[src/rtl/game_round_ctrl.sv]
// game_round_ctrl: deals four LFSR cards, pulses START, times the round and tracks score/streak.
// Optional countdown timer is built when GAME_TIMER_EN is defined.
module game_round_ctrl #(
   parameter int          MAX_CARD    = 10,
   parameter logic [15:0] LFSR_SEED   = 16'hACE1,
   parameter int          TICK_DIV    = 100000000,
   parameter int          ROUND_SECS  = 60,
   parameter int          RESULT_HOLD = 3
) (
   input  logic       clk,
   input  logic       rst,
   input  logic       new_game,
   input  logic       win,
   input  logic       lose,
   output logic [9:0] m1,
   output logic [9:0] m2,
   output logic [9:0] m3,
   output logic [9:0] m4,
   output logic       start_o,
   output logic [6:0] time_left,
   output logic [7:0] score,
   output logic [7:0] streak,
   output logic       timeout,
   output logic [1:0] phase
);
   typedef enum logic [1:0] {IDLE = 2'b00, DEAL = 2'b01, PLAY = 2'b10, RESULT = 2'b11} state_t;
   state_t      state_q;
   logic [15:0] lfsr_q, lfsr_d;
   logic [3:0]  m_q [4];
   logic [1:0]  k_q;
   logic [1:0]  guard_q;
   logic        start_q;
   logic [7:0]  score_q, streak_q, score_inc, streak_inc;
   logic [3:0]  card;
   logic        card_ok, guarded, lose_ok, win_ok, expire;
   assign lfsr_d     = {lfsr_q[14:0], lfsr_q[15] ^ lfsr_q[13] ^ lfsr_q[12] ^ lfsr_q[10]};
   assign card       = lfsr_q[3:0];
   assign card_ok    = card != 4'd0 && card <= 4'(MAX_CARD);
   assign guarded    = guard_q != 2'd0;
   assign lose_ok    = lose && !guarded;
   assign win_ok     = win && !lose && !guarded;
   assign score_inc  = score_q == 8'hFF ? score_q : score_q + 8'd1;
   assign streak_inc = streak_q == 8'hFF ? streak_q : streak_q + 8'd1;
`ifdef GAME_TIMER_EN
   localparam int PW = TICK_DIV > 1 ? $clog2(TICK_DIV) : 1;
   logic [PW-1:0] presc_q;
   logic [7:0]    hold_q;
   logic [6:0]    time_q;
   logic          timeout_q;
   logic          tick;
   assign tick      = presc_q == PW'(TICK_DIV - 1);
   assign expire    = tick && time_q == 7'd1;
   assign time_left = time_q;
   assign timeout   = timeout_q;
`else
   logic unused_cfg;
   assign unused_cfg = (TICK_DIV + ROUND_SECS + RESULT_HOLD) > 0;
   assign expire     = 1'b0;
   assign time_left  = 7'd0;
   assign timeout    = 1'b0;
`endif
   assign m1      = {6'd0, m_q[0]};
   assign m2      = {6'd0, m_q[1]};
   assign m3      = {6'd0, m_q[2]};
   assign m4      = {6'd0, m_q[3]};
   assign start_o = start_q;
   assign score   = score_q;
   assign streak  = streak_q;
   assign phase   = state_q;
   // Round sequencer: deal, play with guard and countdown, result hold, scoring.
   always_ff @(posedge clk) begin
      if (rst) begin
         state_q  <= IDLE;
         lfsr_q   <= LFSR_SEED;
         m_q      <= '{default: 4'd0};
         k_q      <= 2'd0;
         guard_q  <= 2'd0;
         start_q  <= 1'b0;
         score_q  <= 8'd0;
         streak_q <= 8'd0;
`ifdef GAME_TIMER_EN
         presc_q   <= '0;
         hold_q    <= 8'd0;
         time_q    <= 7'd0;
         timeout_q <= 1'b0;
`endif
      end else begin
         lfsr_q  <= lfsr_d;
         start_q <= 1'b0;
`ifdef GAME_TIMER_EN
         presc_q <= tick ? '0 : presc_q + PW'(1);
`endif
         case (state_q)
            IDLE: begin
               if (new_game) begin
                  state_q <= DEAL;
                  k_q     <= 2'd0;
               end
            end
            DEAL: begin
               if (card_ok) begin
                  m_q[k_q] <= card;
                  k_q      <= k_q + 2'd1;
                  if (k_q == 2'd3) begin
                     state_q <= PLAY;
                     start_q <= 1'b1;
                     guard_q <= 2'd3;
`ifdef GAME_TIMER_EN
                     time_q  <= 7'(ROUND_SECS);
                     presc_q <= '0;
`endif
                  end
               end
            end
            PLAY: begin
               if (guarded) guard_q <= guard_q - 2'd1;
               if (new_game) begin
                  state_q  <= DEAL;
                  k_q      <= 2'd0;
                  streak_q <= 8'd0;
               end else if (lose_ok || win_ok || expire) begin
                  state_q  <= RESULT;
                  score_q  <= win_ok ? score_inc : score_q;
                  streak_q <= win_ok ? streak_inc : 8'd0;
`ifdef GAME_TIMER_EN
                  timeout_q <= !win_ok && !lose_ok;
                  time_q    <= win_ok || lose_ok ? time_q : 7'd0;
                  presc_q   <= '0;
                  hold_q    <= 8'd0;
               end else if (tick) begin
                  time_q <= time_q - 7'd1;
`endif
               end
            end
            RESULT: begin
               if (new_game) begin
                  state_q <= DEAL;
                  k_q     <= 2'd0;
`ifdef GAME_TIMER_EN
                  timeout_q <= 1'b0;
               end else if (tick && hold_q == 8'(RESULT_HOLD - 1)) begin
                  state_q   <= IDLE;
                  timeout_q <= 1'b0;
               end else if (tick) begin
                  hold_q <= hold_q + 8'd1;
               end
`else
               end else begin
                  state_q <= IDLE;
               end
`endif
            end
            default: state_q <= IDLE;
         endcase
      end
   end
endmodule
[config.mk]
export PLATFORM = sky130hd
export DESIGN_NAME = game_round_ctrl
export DESIGN_NICKNAME = d
export VERILOG_FILES = /design/src/rtl/game_round_ctrl.sv
export SDC_FILE = /design/constraint.sdc
export NUM_CORES = 1
export LEC_CHECK = 0
export CAP_MARGIN = 20
export CORE_AREA = 2 2 54 106
export CTS_CLUSTER_SIZE = 24
export DETAILED_ROUTE_END_ITERATION = 8
export DIE_AREA = 0 0 56 108
export PLACE_DENSITY = 0.92
export SYNTH_ARGS = -nofsm -noshare
export SYNTH_HDL_FRONTEND = slang
export SYNTH_SLANG_ARGS = --single-unit
[constraint.sdc]
create_clock -name clk -period 4.3 [get_ports clk]
set_input_delay 0.86 -clock clk [delete_from_list [all_inputs] [get_ports clk]]
set_output_delay 0.86 -clock clk [all_outputs]
set_load 0.01 [all_outputs]
# After elaboration in Yosys (flattened, before gate mapping)
# Cells that the tools add are included.
# word_totals
word_cells	82
latchBits	0
n_memories	0
rom_bits	0
reg_bits	55
inputBits	5
output_inout_bits	67
mem_bits_rw	0
# classes
muxes	22
n_reduce_logical	21
n_shift	0
magnitude_cmp	3
n_mul	0
eq_ne	13
n_addsub	4
bitwise	8
div_mod_pow	0
# ops
cell	count
$mux 8	4
$mux 2	10
$add 8x1->8 const B	2
$bwmux 16	1
$eq 8x8->1 const B	2
$demux 4 s2	1
$ne 2x2->1 const B	4
$pmux 2 s2	2
$pmux 2 s4	1
$reduce_and 4->1	2
$eq 2x2->1 const B	3
$ne 3x3->1 const B	2
$reduce_bool 2->1	3
$reduce_or 3->1	2
$logic_and 1x1->1	5
$reduce_and 5->1	1
$le 4x4->1 const B	1
$mux 4	1
$not 1->1	4
$reduce_and 2->1	2
$reduce_bool 4->1	1
$ge 3x3->1 const B	1
$lt 3x1->1 const B	1
$not 2->3	1
10 further kinds	14

# Longest topological paths before layout
# Gate-level depths: netlist of run 1.
# logic_depth
word_depth	7
ltp_mapped	6
ltp_nobuf	6

# Worst setup path after synthesis of run 1
# No wires, ideal clock.
# synth_path
kind	input to register
startpoint	input port new_game
endpoint	register score_q[5] (netlist: score[5])
n_path_buf	1
setup_time_ns	0.135
required_ns	4.165
path_stages	5
t_arrival_ns	1.924
path_slack_ns	2.241
cell_sequence	buf_2 > and4bb_2 > nand3_1 > o311ai_0 > o41ai_1
# synth_between
elab_chain_cells	2
# synth_rtl
item	line	source
from (decl)	12	input logic new_game,
$not 1->1 (no source line)	n/a	
$reduce_and 5->1 (no source line)	n/a	
to (signal assigned)	123	score_q <= win_ok ? score_inc : score_q;
to (decl)	33	logic [7:0] score_q, streak_q, score_inc, streak_inc;
# No other way between the ends.
# A chain may end at the register's enable or synchronous reset.

# Final worst setup path of run 1
# layout_path
startpoint	input port new_game
endpoint	register score_q[6] (netlist: score[6])
# The elaborated chain is that of the path after synthesis.

==> reports/metrics.cfg, run 1 <==
[sta]
rsz0062_at_grt = false
skew_ns = 0.0108
fin_crit_ns = 2.45
worst_pin_slew_ns = 0.735
setup_tns_ns = 0
finalCritPeriodShare = 0.570
slew_violations = 0
report.final.setup_viol = 0
relSlewSlack = 0.509
hold_viol = 0
layout_setup_ws_ns = 1.85
clock.fmax_mhz = 408

[synthesis]
syn_inst = 276
ys_seq_area_frac = 0.432
synth_compound_area_frac = 0.173
syn_avg_cell_area_sq_um = 9.24
synthAdderAreaFrac = 0.0343
synth.area.top_cells = dfxtp_1 43%, buf_4 9.4%, a21oi_1 4.5%
netlist-cell-type-count = 48
synth-xor-area-share = 0.0137
synth_top_area_share = 0.432
syn_area_sq_mm = 0.00255
yosys.area_share.simple = 0.194
ys_warn_count = 0
synth-edff-count = 0
muxShareOfSynthArea = 0.0319
async_reset_ff_frac = 0
synth_top_area_cell = dfxtp_1
synth_ff_type = dfxtp_1
synth_top_family_by_area = simple AND/OR/NAND/NOR gates
synth_seq_cells = 55

[cells_and_area]
layout-drive-gt1-share = 0.0671
regArea_sq_mm = 0.00110
fin_nets = 325
final_cell_mix = 55 x dfxtp_1, 39 x clkdlybuf4s50_1, 32 x conb_1
fin_util = 0.571
antenna_cells = 0
mostFrequentLayoutCell = dfxtp_1
areaGrowthSynthToFinish_pct = 16.1
final_cells = 371
fillers = 453
multi_input_area_sq_mm = 0.00126

[clocking]
path_clk_slew_ns = 0.10
cts_inserted_buffers = 5
clock_sinks = 55
cts_tree = built
post-cts-setup-buffer-count = 0
clk_latency_ns = 0.31
clockRootBuffer = clkbuf_8
hold_buffers = 0
cts_resized = 0
h-tree-depth = 2
clockBufferDepth = 2

[worst_setup_path]
crit_path_end_kind = flop
rr_startpoint = phase[1]$_SDFFE_PP0P_
ff2ff_path_depth = 4
cp.arrival_ns = 2.66
critPathMaxFanout = 11
crit_type = input port to flop
crit_path_start_kind = input port
cp-startpoint = new_game
cp.required_ns = 4.51

[pwr]
static-leakage-power_nw = 1.10
vdd_drop_max_uv = 292
power.density_mw_per_mm2 = 322
finalPower_mw = 0.954

[global_routing]
grt_pass1_vias = 1947
antenna_found_initial = 0
grt_pass1_wl_um = 8440
grt_max_degree = 42
track_usage = 0.174
grt_overflow = 0

[drt]
remaining_drc_errors = 0
vias_per_cell = 5.49
drt_iter0_drc = 41
wirelength_um = 5120
first_pass_iters = 4
ant_nets = 0
wire_per_inst_um = 13.8
vias = 2038

[die]
rows = 37
core_area_sq_mm = 0.00518
initial_core_util = 0.492
die_y_um = 108
dieArea_sq_mm = 0.00605
io_pins = 72
die_x_um = 56

[run_status]
status = finished clean

[placement]
portBuffers = 39
pre_cts_slack_ns = 1.52
place_hpwl_um = 3730
place.gp.congestion = 0.794
dp_cells = 364

[min_path]
hp-class = flop to flop
min-delay-start = lfsr_q[14]$_SDFF_PP0_
min_path_cells = 1

[run]
cap_violations = 0

sequential cells by signal (all words and copies together) (netlist names):
name / count
phase: 2
lfsr_q: 16
guard_q: 2
start_o: 1
m3: 4
m1: 4
m2: 4
score: 8
k_q: 2
m4: 4
streak: 8
metal layers:
| layer | up-vias | share of wire | global-route usage |
|---|---|---|---|
| met5 | - | 0 | 0 |
| li1 | 985 | - | - |
| met2 | 79 | 0.56 | 0.330 |
| met4 | 0 | 0.026 | 0.0867 |
| met1 | 958 | 0.36 | 0.173 |
| met3 | 16 | 0.053 | 0.0383 |
cell families after synthesis:
family,count (synthesis)
AND/OR/NAND/NOR,92
AO/OA/AOI/OAI,61
flip-flops,55
buffers and inverters,48
multiplexers,8
adder cells (fa/ha/maj),7
XOR/XNOR,4
other,1
layout make-up:
type,count,area share
multi-input cells,204,0.426
flip-flops and latches,55,0.372
repair buffers,40,0.134
clock buffers,6,0.0245
well taps,58,0.0245
clock inverters,1,0.0101
inverters,7,0.00887
worst max-delay path, stage by stage:
cell and delay [ns]:
clkdlybuf4s50_1 0.58, nand4bb_1 0.41, a2111oi_4 0.37, nand4_1 0.15
mux2_2 0.29
through the flow:
stage	cell area [sq um]	hold WS, ns
finish	2960	0.408
detailed placement	2860	0.393
floorplan	2670	0.389
CTS	2960	0.416
global route	2960	0.427
global placement	2860	0.397
path summary, 6_finish.rpt:
| check | to | slack (ns) |
|---|---|---|
| max reg2reg | streak[6]$_SDFFE_PP0P_ | 2.14 |
| min reg2reg | lfsr_q[15]$_SDFF_PP1_ | 0.41 |
| max | score[6]$_SDFFE_PP0P_ | 1.85 |
| min | lfsr_q[15]$_SDFF_PP1_ | 0.41 |
where the power goes:
part,switching [mW],total [mW],leakage (nW),internal [mW]
clock network,0.156,0.326,0.0513,0.171
logic,0.0557,0.0892,0.604,0.0335
registers,0.0132,0.539,0.448,0.525
synth_stat cells (4+ instances only):
| cell type | number |
|---|---|
| o211ai_1 | 4 |
| o21ai_0 | 6 |
| nand2_1 | 20 |
| mux2i_1 | 7 |
| a21oi_1 | 23 |
| dfxtp_1 | 55 |
| or3_1 | 4 |
| buf_4 | 32 |
| nor2b_1 | 10 |
| buf_2 | 4 |
| a211oi_1 | 5 |
| or2_2 | 7 |
| o2111ai_1 | 4 |
| ha_1 | 7 |
| inv_1 | 7 |
| nor2_1 | 13 |
| nand3_1 | 15 |
| clkbuf_1 | 4 |
Power figures use the tool's default switching activity.
==> run 2, diff against run 1 <==
--- a/config.mk
+++ b/config.mk
@@ -6,11 +6,11 @@
 export NUM_CORES = 1
 export LEC_CHECK = 0
 export CAP_MARGIN = 20
-export CORE_AREA = 2 2 54 106
+export CORE_AREA = 2 2 55 109
 export CTS_CLUSTER_SIZE = 24
 export DETAILED_ROUTE_END_ITERATION = 8
-export DIE_AREA = 0 0 56 108
-export PLACE_DENSITY = 0.92
+export DIE_AREA = 0 0 57 111
+export PLACE_DENSITY = 0.89
 export SYNTH_ARGS = -nofsm -noshare
 export SYNTH_HDL_FRONTEND = slang
 export SYNTH_SLANG_ARGS = --single-unit
==> constraint.sdc (replaced) <==
create_clock -name clk -period 2.51 [get_ports clk]
set_input_delay 0.502 -clock clk [delete_from_list [all_inputs] [get_ports clk]]
set_output_delay 0.502 -clock clk [all_outputs]
set_load 0.01 [all_outputs]
==> reports/metrics.cfg, run 2 (same netlist as run 1, synthesis figures left out) <==
[die]
die_x_um = 57  ; was 56 um
core_area_sq_mm = 0.00556  ; was 0.00518 sq mm
io_pins = 72  ; unchanged
die_y_um = 111  ; was 108 um
rows = 39  ; was 37
initial_core_util = 0.459  ; was 0.492
dieArea_sq_mm = 0.00633  ; was 0.00605 sq mm

[cells_and_area]
final_cells = 377  ; was 371
areaGrowthSynthToFinish_pct = 18.6  ; was 16.1%
fillers = 511  ; was 453
antenna_cells = 0  ; unchanged
regArea_sq_mm = 0.00110  ; unchanged
final_cell_mix = 55 x dfxtp_1, 39 x clkdlybuf4s50_1, 32 x conb_1  ; unchanged
largest_reg_flops = 16  ; unchanged
fin_nets = 327  ; was 325
regMostFlops = lfsr_q  ; unchanged
multi_input_area_sq_mm = 0.00126  ; unchanged
mostFrequentLayoutCell = dfxtp_1  ; unchanged
layout-drive-gt1-share = 0.0791  ; was 0.0671

[clocking]
cts_inserted_buffers = 5  ; unchanged
hold_buffers = 0  ; unchanged
clockBufferDepth = 2  ; unchanged
post-cts-setup-buffer-count = 0  ; unchanged
clk_latency_ns = 0.29  ; was 0.31 ns
cts_resized = 0  ; unchanged
clock_sinks = 55  ; unchanged
h-tree-depth = 2  ; unchanged
clockRootBuffer = clkbuf_16  ; was clkbuf_8
cts_tree = built  ; unchanged
path_clk_slew_ns = 0.07  ; was 0.10 ns

[sta]
slew_violations = 0  ; unchanged
rsz0062_at_grt = false  ; unchanged
setup_tns_ns = 0  ; unchanged
skew_ns = 0.00812  ; was 0.0108 ns
finalCritPeriodShare = 0.791
layout_setup_ws_ns = 0.525  ; was 1.85 ns
fin_crit_ns = 1.98
report.final.setup_viol = 0  ; unchanged
hold_viol = 0  ; unchanged
relSlewSlack = 0.661  ; was 0.509
worst_pin_slew_ns = 0.507  ; was 0.735 ns
clock.fmax_mhz = 504

[global_routing]
grt_pass1_wl_um = 8710  ; was 8440 um
grt_pass1_vias = 1875  ; was 1947
track_usage = 0.166  ; was 0.174
grt_max_degree = 50  ; was 42
antenna_found_initial = 0  ; unchanged
grt_overflow = 0  ; unchanged

[drt]
vias_per_cell = 5.42  ; was 5.49
ant_nets = 0  ; unchanged
wire_per_inst_um = 13.6  ; was 13.8 um
drt_iter0_drc = 93  ; was 41
vias = 2043  ; was 2038
remaining_drc_errors = 0  ; unchanged
wirelength_um = 5150  ; was 5120 um
first_pass_iters = 4  ; unchanged

[run]
cap_violations = 0  ; unchanged

[worst_setup_path]
crit_path_end_kind = flop  ; unchanged
cp.required_ns = 2.68  ; was 4.51 ns
path_cells = clkdlybuf4s50_1 > nand4bb_1 > a2111oi_4 > nand4_1 > mux2_2  ; unchanged
critPathMaxFanout = 4  ; was 11
cpMaxStageDelayCell = clkdlybuf4s50_1  ; unchanged
max_stage_delay_ns = 0.48  ; was 0.58 ns
crit_type = input port to flop  ; unchanged
cp.arrival_ns = 2.16  ; was 2.66 ns
crit_path_start_kind = input port  ; unchanged

[min_path]
hp-class = flop to flop  ; unchanged

[placement]
place_hpwl_um = 3670  ; was 3730 um
portBuffers = 39  ; unchanged
place.gp.congestion = 0.800  ; was 0.794
pre_cts_slack_ns = 0.298  ; was 1.52 ns
dp_cells = 369  ; was 364

[pwr]
static-leakage-power_nw = 1.14  ; was 1.10 nW
finalPower_mw = 1.77  ; was 0.954 mW
power.density_mw_per_mm2 = 584  ; was 322 mW/mm^2
vdd_drop_max_uv = 672  ; was 292 uV

[run_status]
status = finished clean  ; unchanged

[run 2: cell types whose count changed in the layout (fill, tap and decap cells not counted), sizes merged]
| cell | before | now |
|---|---|---|
| bufinv | 1 | 0 |
| inv | 7 | 9 |
| clkinv | 0 | 1 |
| clkbuf | 6 | 5 |
| buf | 1 | 3 |
[run 2: path summary, 6_finish.rpt]
kind / to / start / slack (ns) / depth (start not counted)
max: score[6]$_SDFFE_PP0P_ / new_game / 0.53 / 5
min: lfsr_q[15]$_SDFF_PP1_ / lfsr_q[14]$_SDFF_PP0_ / 0.42 / 1
max reg2reg: score[3]$_SDFFE_PP0P_ / phase[1]$_SDFFE_PP0P_ / 0.64 / 5
min reg2reg: lfsr_q[15]$_SDFF_PP1_ / lfsr_q[14]$_SDFF_PP0_ / 0.42 / 1
[run 2: per-layer routing]
layer,wire (um),global-route usage
met1,2160,0.217
met2,2620,0.266
met3,285,0.0338
met4,80,0.0636
met5,0,0
[run 2: worst max-delay path, delay by kind of cell]
family | cells | cell delay (ns)
and+or+nand+nor | 2 | 0.51
buffers and inverters | 1 | 0.48
AOI/OAI and AO/OA | 1 | 0.38
muxes | 1 | 0.29
[run 2: final cells by class]
type,instances,share of cell area
multi-input combinational,204,0.417
sequential,55,0.364
timing repair buffer,42,0.136
clock buffer,5,0.0414
tap,61,0.0252
inverter,7,0.00868
clock inverter,3,0.00744
[run 2: metrics by stage]
stage,area [sq um],hold slack (ns),utilization
3_5_place_dp,2880,0.394,0.517
5_1_grt,3030,0.426,0.544
2_1_floorplan,2670,0.389,-
4_1_cts,3030,0.419,0.544
6_report,3030,0.419,0.544
3_3_place_gp,2880,0.397,0.517
[run 2: power by group]
group	switching, mW	internal, mW
Sequential	0.0228	0.900
Clock	0.314	0.376
Combinational	0.0976	0.0585
Total	0.434	1.33
==> run 3, diff against run 2 <==
==> constraint.sdc (replaced) <==
create_clock -name clk -period 2 [get_ports clk]
set_input_delay 0.4 -clock clk [delete_from_list [all_inputs] [get_ports clk]]
set_output_delay 0.4 -clock clk [all_outputs]
set_load 0.01 [all_outputs]
==> reports/metrics.cfg, run 3 (same netlist as run 1, synthesis figures left out) <==
[cells_and_area]
regArea_sq_mm = 0.00110  ; unchanged
mostFrequentLayoutCell = dfxtp_1  ; unchanged
fin_util = 0.554  ; was 0.544
areaGrowthSynthToFinish_pct = 20.7  ; was 18.6%
fillers = 525  ; was 511
multi_input_area_sq_mm = 0.00126  ; unchanged
regMostFlops = lfsr_q  ; unchanged
final_cell_mix = 55 x dfxtp_1, 39 x clkdlybuf4s50_1, 32 x conb_1  ; unchanged
fin_nets = 333  ; was 327
antenna_cells = 0  ; unchanged
largest_reg_flops = 16  ; unchanged
layout-drive-gt1-share = 0.0963  ; was 0.0791

[drt]
remaining_drc_errors = 0  ; unchanged
vias = 2051  ; was 2043
first_pass_iters = 4  ; unchanged
drt_iter0_drc = 93  ; unchanged
wire_per_inst_um = 13.4  ; was 13.6 um
ant_nets = 0  ; unchanged
wirelength_um = 5140  ; was 5150 um
vias_per_cell = 5.36  ; was 5.42

[worst_setup_path]
cp_top_family = buffers and inverters  ; was simple AND/OR/NAND/NOR gates
crit_type = flop to output port  ; was input port to flop
cp.arrival_ns = 1.39  ; was 2.16 ns
ff2ff_path_depth = 4  ; was 5
rr_startpoint = lfsr_q[2]$_SDFF_PP0_  ; was phase[1]$_SDFFE_PP0P_
crit_path_start_kind = flop  ; was input port
path_cells = clkdlybuf4s50_1  ; was clkdlybuf4s50_1 > nand4bb_1 > a2111oi_4 > nand4_1 > mux2_2
cp-startpoint = score[7]$_SDFFE_PP0P_  ; was new_game
crit_path_end_kind = output port  ; was flop
r2r_end = guard_q[0]$_SDFFE_PP0P_  ; was score[3]$_SDFFE_PP0P_
critPathMaxFanout = 6  ; was 4
worst-path-buf-inv = 1  ; unchanged
max_stage_delay_ns = 0.60  ; was 0.48 ns
r2r_slack_ns = 0.23  ; was 0.64 ns
cp.required_ns = 1.60  ; was 2.68 ns
cpMaxStageDelayCell = clkdlybuf4s50_1  ; unchanged

[min_path]
min_path_cells = 1  ; unchanged
min_to = lfsr_q[10]$_SDFF_PP1_  ; was lfsr_q[15]$_SDFF_PP1_
min-delay-start = lfsr_q[9]$_SDFF_PP0_  ; was lfsr_q[14]$_SDFF_PP0_
hp-class = flop to flop  ; unchanged

[sta]
report.final.setup_viol = 0  ; unchanged
skew_ns = 0.00604  ; was 0.00812 ns
setup_tns_ns = 0  ; unchanged
clock.fmax_mhz = 558
rsz0062_at_grt = false  ; unchanged
finalCritPeriodShare = 0.897
hold_viol = 0  ; unchanged
whs_ns = 0.416  ; was 0.419 ns
slew_violations = 0  ; unchanged
fin_crit_ns = 1.79

[die]
core_area_sq_mm = 0.00556  ; unchanged
dieArea_sq_mm = 0.00633  ; unchanged
die_x_um = 57  ; unchanged
die_y_um = 111  ; unchanged
rows = 39  ; unchanged
initial_core_util = 0.459  ; unchanged
io_pins = 72  ; unchanged

[clocking]
clk_latency_ns = 0.29  ; about the same
clockBufferDepth = 2  ; unchanged
cts_resized = 0  ; unchanged
h-tree-depth = 2  ; unchanged
hold_buffers = 0  ; unchanged
path_clk_slew_ns = 0.07  ; about the same
clock_sinks = 55  ; unchanged
cts_tree = built  ; unchanged
cts_inserted_buffers = 5  ; unchanged
post-cts-setup-buffer-count = 0  ; unchanged
clockRootBuffer = clkbuf_16  ; unchanged

[global_routing]
grt_pass1_vias = 1905  ; was 1875
grt_max_degree = 50  ; unchanged
antenna_found_initial = 0  ; unchanged
grt_overflow = 0  ; unchanged
grt_pass1_wl_um = 8650  ; was 8710 um
track_usage = 0.166  ; about the same

[placement]
place.gp.congestion = 0.812  ; was 0.800
place_hpwl_um = 3710  ; was 3670 um
portBuffers = 39  ; unchanged

[run_status]
status = finished clean  ; unchanged

[pwr]
vdd_drop_max_uv = 780  ; was 672 uV
static-leakage-power_nw = 1.17  ; was 1.14 nW
power.density_mw_per_mm2 = 719  ; was 584 mW/mm^2
finalPower_mw = 2.21  ; was 1.77 mW

[run]
cap_violations = 0  ; unchanged

-- run 3: cell count changes in the layout (fill, tap and decap cells not counted) --
cell / delta
buf_4: +5
clkinv_2: +1
buf_12: +1
inv_6: -1
-- run 3: worst max-delay path by stage --
| stage | to | cells after the start |
|---|---|---|
| after floorplan | score[6]$_SDFFE_PP0P_ | 5 |
| after global placement | score[6]$_SDFFE_PP0P_ | 5 |
| after detailed placement | score[6]$_SDFFE_PP0P_ | 5 |
| after CTS | streak[1]$_SDFFE_PP0P_ | 6 |
| after global routing | streak[1]$_SDFFE_PP0P_ | 6 |
| final | score[7] | 1 |
-- run 3: layout make-up --
cell class                      count  share of cell area
Inverter                            7             0.00853
Sequential cell                    55               0.358
Clock inverter                      3             0.00610
Tap cell                           61              0.0248
Timing Repair Buffer               48               0.153
Multi-Input combinational cell    204               0.410
Clock buffer                        5              0.0406
-- run 3: per-layer routing --
| layer | track usage | vias to the layer above | wire [um] |
|---|---|---|---|
| met5 | 0 | - | 0 |
| met4 | 0.0527 | 0 | 72 |
| met3 | 0.0338 | 8 | 260 |
| met2 | 0.258 | 59 | 2570 |
| met1 | 0.228 | 973 | 2240 |
| li1 | - | 1011 | - |
-- run 3: through the flow --
stage	instance area [sq um]	cells	setup slack, ns
after floorplan	2670	307	0.365
after global placement	2940	375	-0.0113
after detailed placement	2940	375	-0.0390
final	3080	383	0.207
after global routing	3080	383	0.0858
after CTS	3080	383	0.227
-- run 3: power by group --
group / switching (mW) / total [mW] / internal, mW
Combinational: 0.122 / 0.201 / 0.0798
Clock: 0.389 / 0.853 / 0.464
Sequential: 0.0287 / 1.16 / 1.13
Total: 0.539 / 2.21 / 1.67
